--- config.mk ---
export PLATFORM = sky130hd
export DESIGN_NAME = sim_end_ctrl
export DESIGN_NICKNAME = d
export VERILOG_FILES = /design/src/rtl/sim_ctrl_pkg.sv /design/src/rtl/sim_sat_cnt.sv /design/src/rtl/sim_end_ctrl.sv
export SDC_FILE = /design/constraint.sdc
export NUM_CORES = 1
export LEC_CHECK = 0
export CAP_MARGIN = 20
export CORE_MARGIN = 5
export CORE_UTILIZATION = 55
export DETAILED_ROUTE_END_ITERATION = 6
export DONT_BUFFER_PORTS = 1
export PLACE_DENSITY = 0.72
export SETUP_SLACK_MARGIN = 0.4
export SLEW_MARGIN = 20
export SYNTH_ARGS = -nofsm -noshare
export SYNTH_HDL_FRONTEND = slang
export SYNTH_HIERARCHICAL = 1
export SYNTH_SLANG_ARGS = --single-unit
--- constraint.sdc ---
create_clock -name clk -period 4.97 [get_ports clk]
set_input_delay 0.497 -clock clk [delete_from_list [all_inputs] [get_ports clk]]
set_output_delay 0.497 -clock clk [all_outputs]
set_load 0.005 [all_outputs]
--- src/rtl/sim_ctrl_pkg.sv ---
// Shared definitions for the simulation-end controller: cause codes and FSM states.
package sim_ctrl_pkg;

  localparam int CAUSE_W = 2;

  typedef enum logic [CAUSE_W-1:0] {
    CAUSE_NONE  = 2'd0,
    CAUSE_BREAK = 2'd1,
    CAUSE_EXT   = 2'd2,
    CAUSE_WDOG  = 2'd3
  } cause_e;

  typedef enum logic [1:0] {
    ST_RUN   = 2'd0,
    ST_DRAIN = 2'd1,
    ST_DONE  = 2'd2
  } state_e;

endpackage

--- src/rtl/sim_sat_cnt.sv ---
// Saturating up-counter with clear and hold; sticks at all-ones instead of wrapping.
module sim_sat_cnt #(
  parameter int W = 32
) (
  input  logic         clk,
  input  logic         reset,
  input  logic         inc,
  input  logic         clr,
  output logic [W-1:0] cnt
);

  // Clear wins over increment; increment stops at the maximum value.
  always_ff @(posedge clk or posedge reset) begin
    if (reset) begin
      cnt <= '0;
    end else if (clr) begin
      cnt <= '0;
    end else if (inc && (cnt != '1)) begin
      cnt <= cnt + 1'b1;
    end
  end

endmodule

--- src/rtl/sim_end_ctrl.sv ---
// Decides when a simulation run ends: break commit, external stop or commit watchdog,
// followed by a fixed drain period, then a sticky finish flag with cause, exit code and PC.
module sim_end_ctrl
  import sim_ctrl_pkg::*;
#(
  parameter int DRAIN_CYCLES = 4,
  parameter int WDOG_CYCLES  = 10000,
  parameter int CNT_W        = 32
) (
  input  logic               clk,
  input  logic               reset,
  input  logic               commit_valid,
  input  logic               commit_is_break,
  input  logic [31:0]        commit_pc,
  input  logic [31:0]        commit_a0,
  input  logic               ext_stop,
  output logic               running,
  output logic               finish,
  output logic [CAUSE_W-1:0] cause,
  output logic [31:0]        exit_code,
  output logic [31:0]        stop_pc,
  output logic [CNT_W-1:0]   inst_cnt,
  output logic [CNT_W-1:0]   cycle_cnt
);

  localparam logic [31:0] DRAIN_LOAD = (DRAIN_CYCLES > 0) ? 32'(DRAIN_CYCLES - 1) : 32'd0;
  localparam logic [31:0] WDOG_LAST  = (WDOG_CYCLES  > 0) ? 32'(WDOG_CYCLES  - 1) : 32'd0;
  localparam bit          WDOG_EN    = (WDOG_CYCLES  > 0);
  localparam bit          NO_DRAIN   = (DRAIN_CYCLES == 0);

  state_e      state;
  logic [31:0] last_pc;
  logic [31:0] drain_cnt;
  logic [31:0] wdog_cnt;

  logic in_run;
  logic brk_hit;
  logic wdog_hit;
  logic trig;

  // Commit-side qualifiers: commit_* fields only matter when commit_valid is high,
  // so an X on them while idle never reaches a register.
  assign in_run   = (state == ST_RUN);
  assign brk_hit  = commit_valid & commit_is_break;
  assign wdog_hit = WDOG_EN & (wdog_cnt == WDOG_LAST) & ~commit_valid;
  assign trig     = in_run & (brk_hit | ext_stop | wdog_hit);

  sim_sat_cnt #(.W(CNT_W)) u_inst_cnt (
    .clk   (clk),
    .reset (reset),
    .inc   (in_run & commit_valid),
    .clr   (1'b0),
    .cnt   (inst_cnt)
  );

  sim_sat_cnt #(.W(CNT_W)) u_cycle_cnt (
    .clk   (clk),
    .reset (reset),
    .inc   (state != ST_DONE),
    .clr   (1'b0),
    .cnt   (cycle_cnt)
  );

  sim_sat_cnt #(.W(32)) u_wdog_cnt (
    .clk   (clk),
    .reset (reset),
    .inc   (in_run & ~commit_valid),
    .clr   (in_run & commit_valid),
    .cnt   (wdog_cnt)
  );

  // RUN -> DRAIN -> DONE controller with cause/PC capture on the trigger edge.
  always_ff @(posedge clk or posedge reset) begin
    if (reset) begin
      state     <= ST_RUN;
      running   <= 1'b1;
      finish    <= 1'b0;
      cause     <= CAUSE_NONE;
      exit_code <= 32'd0;
      stop_pc   <= 32'd0;
      last_pc   <= 32'd0;
      drain_cnt <= 32'd0;
    end else begin
      case (state)
        ST_RUN: begin
          if (commit_valid) begin
            last_pc <= commit_pc;
          end
          if (trig) begin
            if (brk_hit) begin
              cause     <= CAUSE_BREAK;
              exit_code <= commit_a0;
              stop_pc   <= commit_pc;
            end else if (ext_stop) begin
              cause     <= CAUSE_EXT;
              exit_code <= 32'd0;
              stop_pc   <= commit_valid ? commit_pc : last_pc;
            end else begin
              cause     <= CAUSE_WDOG;
              exit_code <= 32'd0;
              stop_pc   <= last_pc;
            end
            running   <= 1'b0;
            drain_cnt <= DRAIN_LOAD;
            state     <= NO_DRAIN ? ST_DONE : ST_DRAIN;
          end
        end
        ST_DRAIN: begin
          if (drain_cnt == 32'd0) begin
            state <= ST_DONE;
          end else begin
            drain_cnt <= drain_cnt - 32'd1;
          end
        end
        ST_DONE: begin
          finish <= 1'b1;
        end
        default: begin
          state <= ST_RUN;
        end
      endcase
    end
  end

endmodule

After elaboration in Yosys (flattened, before gate mapping)
Cells that the tools add are included.
{"block": "word_totals", "reg_bits": 230, "in_bits": 69, "elab_cells": 58, "output_inout_bits": 132}
{"block": "classes", "n_mux": 14, "n_bitwise": 9, "eq_ne": 10, "n_reduce_logical": 10, "addsub": 4}
{"cell": "32-bit 2-to-1 mux", "count": 8}
{"cell": "32-bit by 1-bit adder with 32-bit output (second input constant)", "count": 3}
{"cell": "32-bit != test (second input constant)", "count": 3}
{"cell": "32-bit one-hot mux with 2 select lines", "count": 1}
{"cell": "32-bit by 14-bit == test with 1-bit output (second input constant)", "count": 1}
{"cell": "32-bit logical NOT", "count": 1}
{"cell": "32-bit by 1-bit subtractor with 32-bit output (second input constant)", "count": 1}
{"cell": "2-bit 2-to-1 mux", "count": 3}
{"cell": "2-bit != test (second input constant)", "count": 3}
{"cell": "2-bit one-hot mux with 3 select lines", "count": 1}
{"cell": "3-bit AND reduction", "count": 2}
{"cell": "1-bit bitwise AND", "count": 5}
{"cell": "2-bit nonzero test", "count": 2}
{"cell": "1-bit logical AND", "count": 3}
{"cell": "2-bit by 1-bit == test with 1-bit output (second input constant)", "count": 1}
{"cell": "2-bit == test (second input constant)", "count": 1}
{"cell": "2-bit logical NOT", "count": 1}
{"cell": "2-bit by 1-bit != test with 1-bit output (second input constant)", "count": 1}
{"cell": "1-bit NOT", "count": 2}
{"cell": "1-bit bitwise OR", "count": 2}
{"cell": "2-bit AND reduction", "count": 1}
{"cell": "1-bit 2-to-1 mux", "count": 1}

Longest topological paths before layout
{"block": "depth", "ltp_word": 6, "depth_mapped": 10, "ltp_nobuf": 7}

Modules after synthesis
Netlist, hierarchy kept.
{"module": "sim_end_ctrl", "instances": 1, "cells_each": 540, "seq_area_each_um2": 3354.5, "area_each_um2": 6129.6}
{"module": "sim_sat_cnt at u_cycle_cnt ...", "instances": 2, "cells_each": 186, "seq_area_each_um2": 800.8, "area_each_um2": 1740.4}
{"module": "sim_sat_cnt at u_wdog_cnt", "instances": 1, "cells_each": 195, "seq_area_each_um2": 800.8, "area_each_um2": 1826.8}

Least setup slack after synthesis
Ideal clock, no wire load.
{"block": "synth_path", "path_kind": "register to register", "startpoint": "reg state[0]", "endpoint": "reg u_inst_cnt.cnt[19]", "synth_period_minus_slack_ns": 2.778, "slack_ns": 2.192, "setup_ns": 0.077, "stages_incl_launch_ff": 11, "t_required_ns": 4.893, "n_path_buf": 3, "arrival_time_ns": 2.701, "cell_sequence": "dfrtp_1 > nor2_1 > and2_1 > clkbuf_1 > clkbuf_1 > nand4_1 > nor3_1 > o311ai_1 > buf_2 > or4_1 > a21oi_1"}
{"block": "synth_between", "elab_chain_cells": 3}
{"item": "start, declared", "line": "sim_end_ctrl.sv:31", "text": "state_e state;"}
{"item": "start signal, assigned", "line": "sim_end_ctrl.sv:105", "text": "state <= NO_DRAIN ? ST_DONE : ST_DRAIN;"}
{"item": "2-bit logical NOT", "line": "sim_end_ctrl.sv:43", "text": "assign in_run = (state == ST_RUN);"}
{"item": "1-bit bitwise AND", "line": "sim_end_ctrl.sv:51", "text": ".inc (in_run & commit_valid),"}
{"item": "1-bit logical AND", "line": "sim_sat_cnt.sv:18", "text": "end else if (inc && (cnt != '1)) begin"}
{"item": "end signal, assigned", "line": "sim_sat_cnt.sv:19", "text": "cnt <= cnt + 1'b1;"}
{"item": "end, declared", "line": "sim_sat_cnt.sv:9", "text": "output logic [W-1:0] cnt"}
No other way between the ends.
A chain may end at the register's enable or synchronous reset.

Final worst setup path
{"block": "layout_path", "startpoint": "reg u_wdog_cnt.cnt[22]", "endpoint": "reg stop_pc[7]"}
{"block": "layout_between", "elab_chain_cells": 5}
{"item": "start, declared", "line": "sim_sat_cnt.sv:9"}
{"item": "start signal, assigned", "line": "sim_sat_cnt.sv:19"}
{"item": "32-bit by 14-bit == test with 1-bit output", "line": "sim_end_ctrl.sv:45", "text": "assign wdog_hit = WDOG_EN & (wdog_cnt == WDOG_LAST) & ~commit_valid;"}
{"item": "1-bit bitwise AND", "line": "sim_end_ctrl.sv:45"}
{"item": "1-bit bitwise OR", "line": "sim_end_ctrl.sv:46", "text": "assign trig = in_run & (brk_hit | ext_stop | wdog_hit);"}
{"item": "1-bit bitwise AND", "line": "sim_end_ctrl.sv:46"}
{"item": "2-bit AND reduction (no line)"}
{"item": "end signal, assigned", "line": "sim_end_ctrl.sv:93", "text": "stop_pc <= commit_pc;"}
{"item": "end signal, assigned", "line": "sim_end_ctrl.sv:97", "text": "stop_pc <= commit_valid ? commit_pc : last_pc;"}
{"item": "end signal, assigned", "line": "sim_end_ctrl.sv:101", "text": "stop_pc <= last_pc;"}
{"item": "end, declared", "line": "sim_end_ctrl.sv:21", "text": "output logic [31:0] stop_pc,"}
No other way between the ends.

==> impl_metrics.tcl <==
set metrics [dict create \
    drive_above_1_share_pct 17.0 \
    holdWs_ns 0.00320 \
    avgViaCountPerCell 6.38 \
    cts_buffer_depth 3 \
    ys_types 69 \
    die_h_um 154 \
    wl_um 27100 \
    yosysWarningCount 6 \
    skew_ns 0.0179 \
    numCtsBuffers 25 \
    clk_latency_ns 0.51 \
    io_buffers 0 \
    grt_max_degree 92 \
    route.detailed.drc 0 \
    die_x_um 154 \
    grt_overflow 0 \
    p_per_area_mw_per_mm2 309 \
    syn_avg_cell_area_um2 10.3 \
    mostFrequentLayoutCell "dfrtp_1" \
    die_area_mm2 0.0238 \
    rsz0062_at_grt "false" \
    syn_to_final_growth_pct 9.13 \
    clk_pin_slew_ns 0.06 \
    dpl-instance-area_mm2 0.0116 \
    rows 52 \
    ant_nets 0 \
    cts-root-buf "clkbuf_16" \
    synth_edf_count 0 \
    grt_first_pass_wirelength_um 45000 \
    critPathRequiredTime_ns 5.41 \
    endpoint_kind "flop" \
    ir_drop_uv 245 \
    outcome "completed" \
    coreArea_mm2 0.0204 \
    worstMarginPinSlew_ns 1.11 \
    synth_area_mm2 0.0114 \
    leakagePower_uw 0.00507 \
    fin_crit_ns 3.38 \
    syn_inst 1107 \
    drtIter0Drc 578 \
    fmax_ghz 0.296 \
    setup_viol 0 \
    final_cell_mix "229 x dfrtp_1, 98 x nand3_1, 93 x a21oi_1" \
    antennaDiodeCount 0 \
    htree_num_levels 1 \
    fin_crit_sh_pct 68.0 \
    finalNonFillerCells 1387 \
    relSlewSlack_pct 25.1 \
    cp-start-kind "flop" \
    first_global_vias 8512 \
    avgRoutedWirePerCell_um 19.5 \
    r2r_cells 7 \
    place_congestion 0.859 \
    design_area_mm2 0.0125 \
    ys_ff_latch 230 \
    report.final.slew_viol_count 0 \
    cp.arrival_ns 3.82 \
    synth_ff_type "dfrtp_1" \
    drtPass1Iterations 5 \
    antenna_found_initial 0 \
    grt_usage_pct 22.3 \
    finalSetupTns_ns 0 \
    cts.sinks 230 \
    total_power_uw 3850 \
    r2r_slack_ns 1.59 \
    crit_type "flop to flop" \
    maxCapViolations 0 \
    hold_viol_final 0 \
    synthArstFlopShare_pct 100 \
    critPathMaxFanout 38 \
    synth-seq-area-share_pct 50.3 \
    fin_nets 1173 \
    num_vias 8850 \
    dp_hpwl_um 18200 \
    n_fill_cell 1666 \
    start_util_pct 56.2 \
    hp-class "primary input to asynchronous set/reset pin" \
    cts_tree "yes" \
    io_pins 201 \
    dp.cells 1342 \
]
==> metrics by stage <==
step	worst slack (ns)	util, %
after global routing	1.41	61.3
after floorplan	0.892	-
after global placement	1.53	57.2
after detailed placement	1.50	57.2
final	1.59	61.3
after CTS	1.56	61.2
==> power breakdown <==
part | switching, µW | internal [µW] | total, µW | leakage, µW
combinational | 63.4 | 24.3 | 87.7 | 0.00166
clock | 742 | 1120 | 1860 | 0.000411
sequential | 18.9 | 1880 | 1900 | 0.00300
==> metal layers <==
layer | wire (µm) | track usage, % | vias up | share of wire, %
met5 | 0 | 0 | - | 0
met4 | 467 | 4.42 | 0 | 1.7
met3 | 2540 | 7.10 | 37 | 9.4
met2 | 12300 | 34.6 | 284 | 46
met1 | 11700 | 31.2 | 4356 | 43
li1 | - | - | 4173 | -
==> cells in the mapped netlist (5+ instances only) <==
library cell	number	area, µm²
nor2_1	45	169
clkbuf_1	36	135
xor2_1	12	105
o221a_2	20	225
or3_2	8	60.1
or2_2	6	37.5
or4_1	45	338
o31ai_1	51	383
a21oi_1	93	465
nand2b_1	24	150
buf_1	5	18.8
nand2_1	71	267
buf_2	9	45.0
inv_1	26	97.6
and2_1	6	37.5
nor4_1	18	113
xnor2_1	13	114
buf_6	6	67.6
and4_1	9	78.8
and3_1	8	50.1
or3_1	43	269
nand4_1	23	144
dfrtp_1	229	5730
mux2_2	57	642
nor3_1	17	85.1
or4_2	7	61.3
o21ai_0	40	200
o211ai_1	5	37.5
nand3_1	98	490
==> repair_timing <==
action | CTS | global route
hold buffers | 1 | 0
setup buffers | 0 | 0
setup endpoints to repair | 0 | 0
resized for setup | 0 | 0
hold endpoints to repair | 78 | 0
==> worst max-delay path, cell delays in order (launching register included) <==
cell	delay (ns)
dfrtp_1	0.44
or4b_2	0.65
nor4_1	0.50
nand4_1	0.16
buf_4	0.29
nand2_2	0.49
buf_4	0.49
o221a_2	0.26
==> kinds of logic (layout without fill, tap and decap cells) <==
logic type	after synthesis	in the layout	share of synthesized area (%)
compound gates	241	241	14.0
buf+inv	84	85	3.43
mux	62	62	6.06
simple gates	460	460	23.8
flops	230	230	50.3
xor+xnor	25	25	1.91
fa+ha+maj	4	4	0.438
other cells	1	10	0.0328
==> area by class of cell <==
cell class / count / area, µm² / share of cell area [%]
inverter: 26 / 103 / 0.822
tap: 270 / 338 / 2.71
clock buffer: 31 / 678 / 5.43
multi-input combinational: 802 / 5350 / 42.8
sequential: 230 / 5760 / 46.1
timing repair buffer: 15 / 115 / 0.922
clock inverter: 13 / 146 / 1.17
==> sequential cells by signal, summed over array words and instances (netlist names) <==
register         flops
last_pc             32
drain_cnt           32
cause                2
u_cycle_cnt/cnt     32
stop_pc             32
running              1
state                2
exit_code           32
u_inst_cnt/cnt      32
u_wdog_cnt/cnt      32
finish               1
==> final timing paths <==
path / start / end
min in group clk: commit_a0[9] / exit_code[9]
hold / removal: reset / stop_pc[7]
hold reg to reg: last_pc[28] / last_pc[28]
setup / recovery: u_wdog_cnt/cnt[22] / stop_pc[7]
max in group asynchronous: reset / u_inst_cnt/cnt[24]
setup reg to reg: u_wdog_cnt/cnt[22] / stop_pc[7]
(Power assumes the default switching activity.)
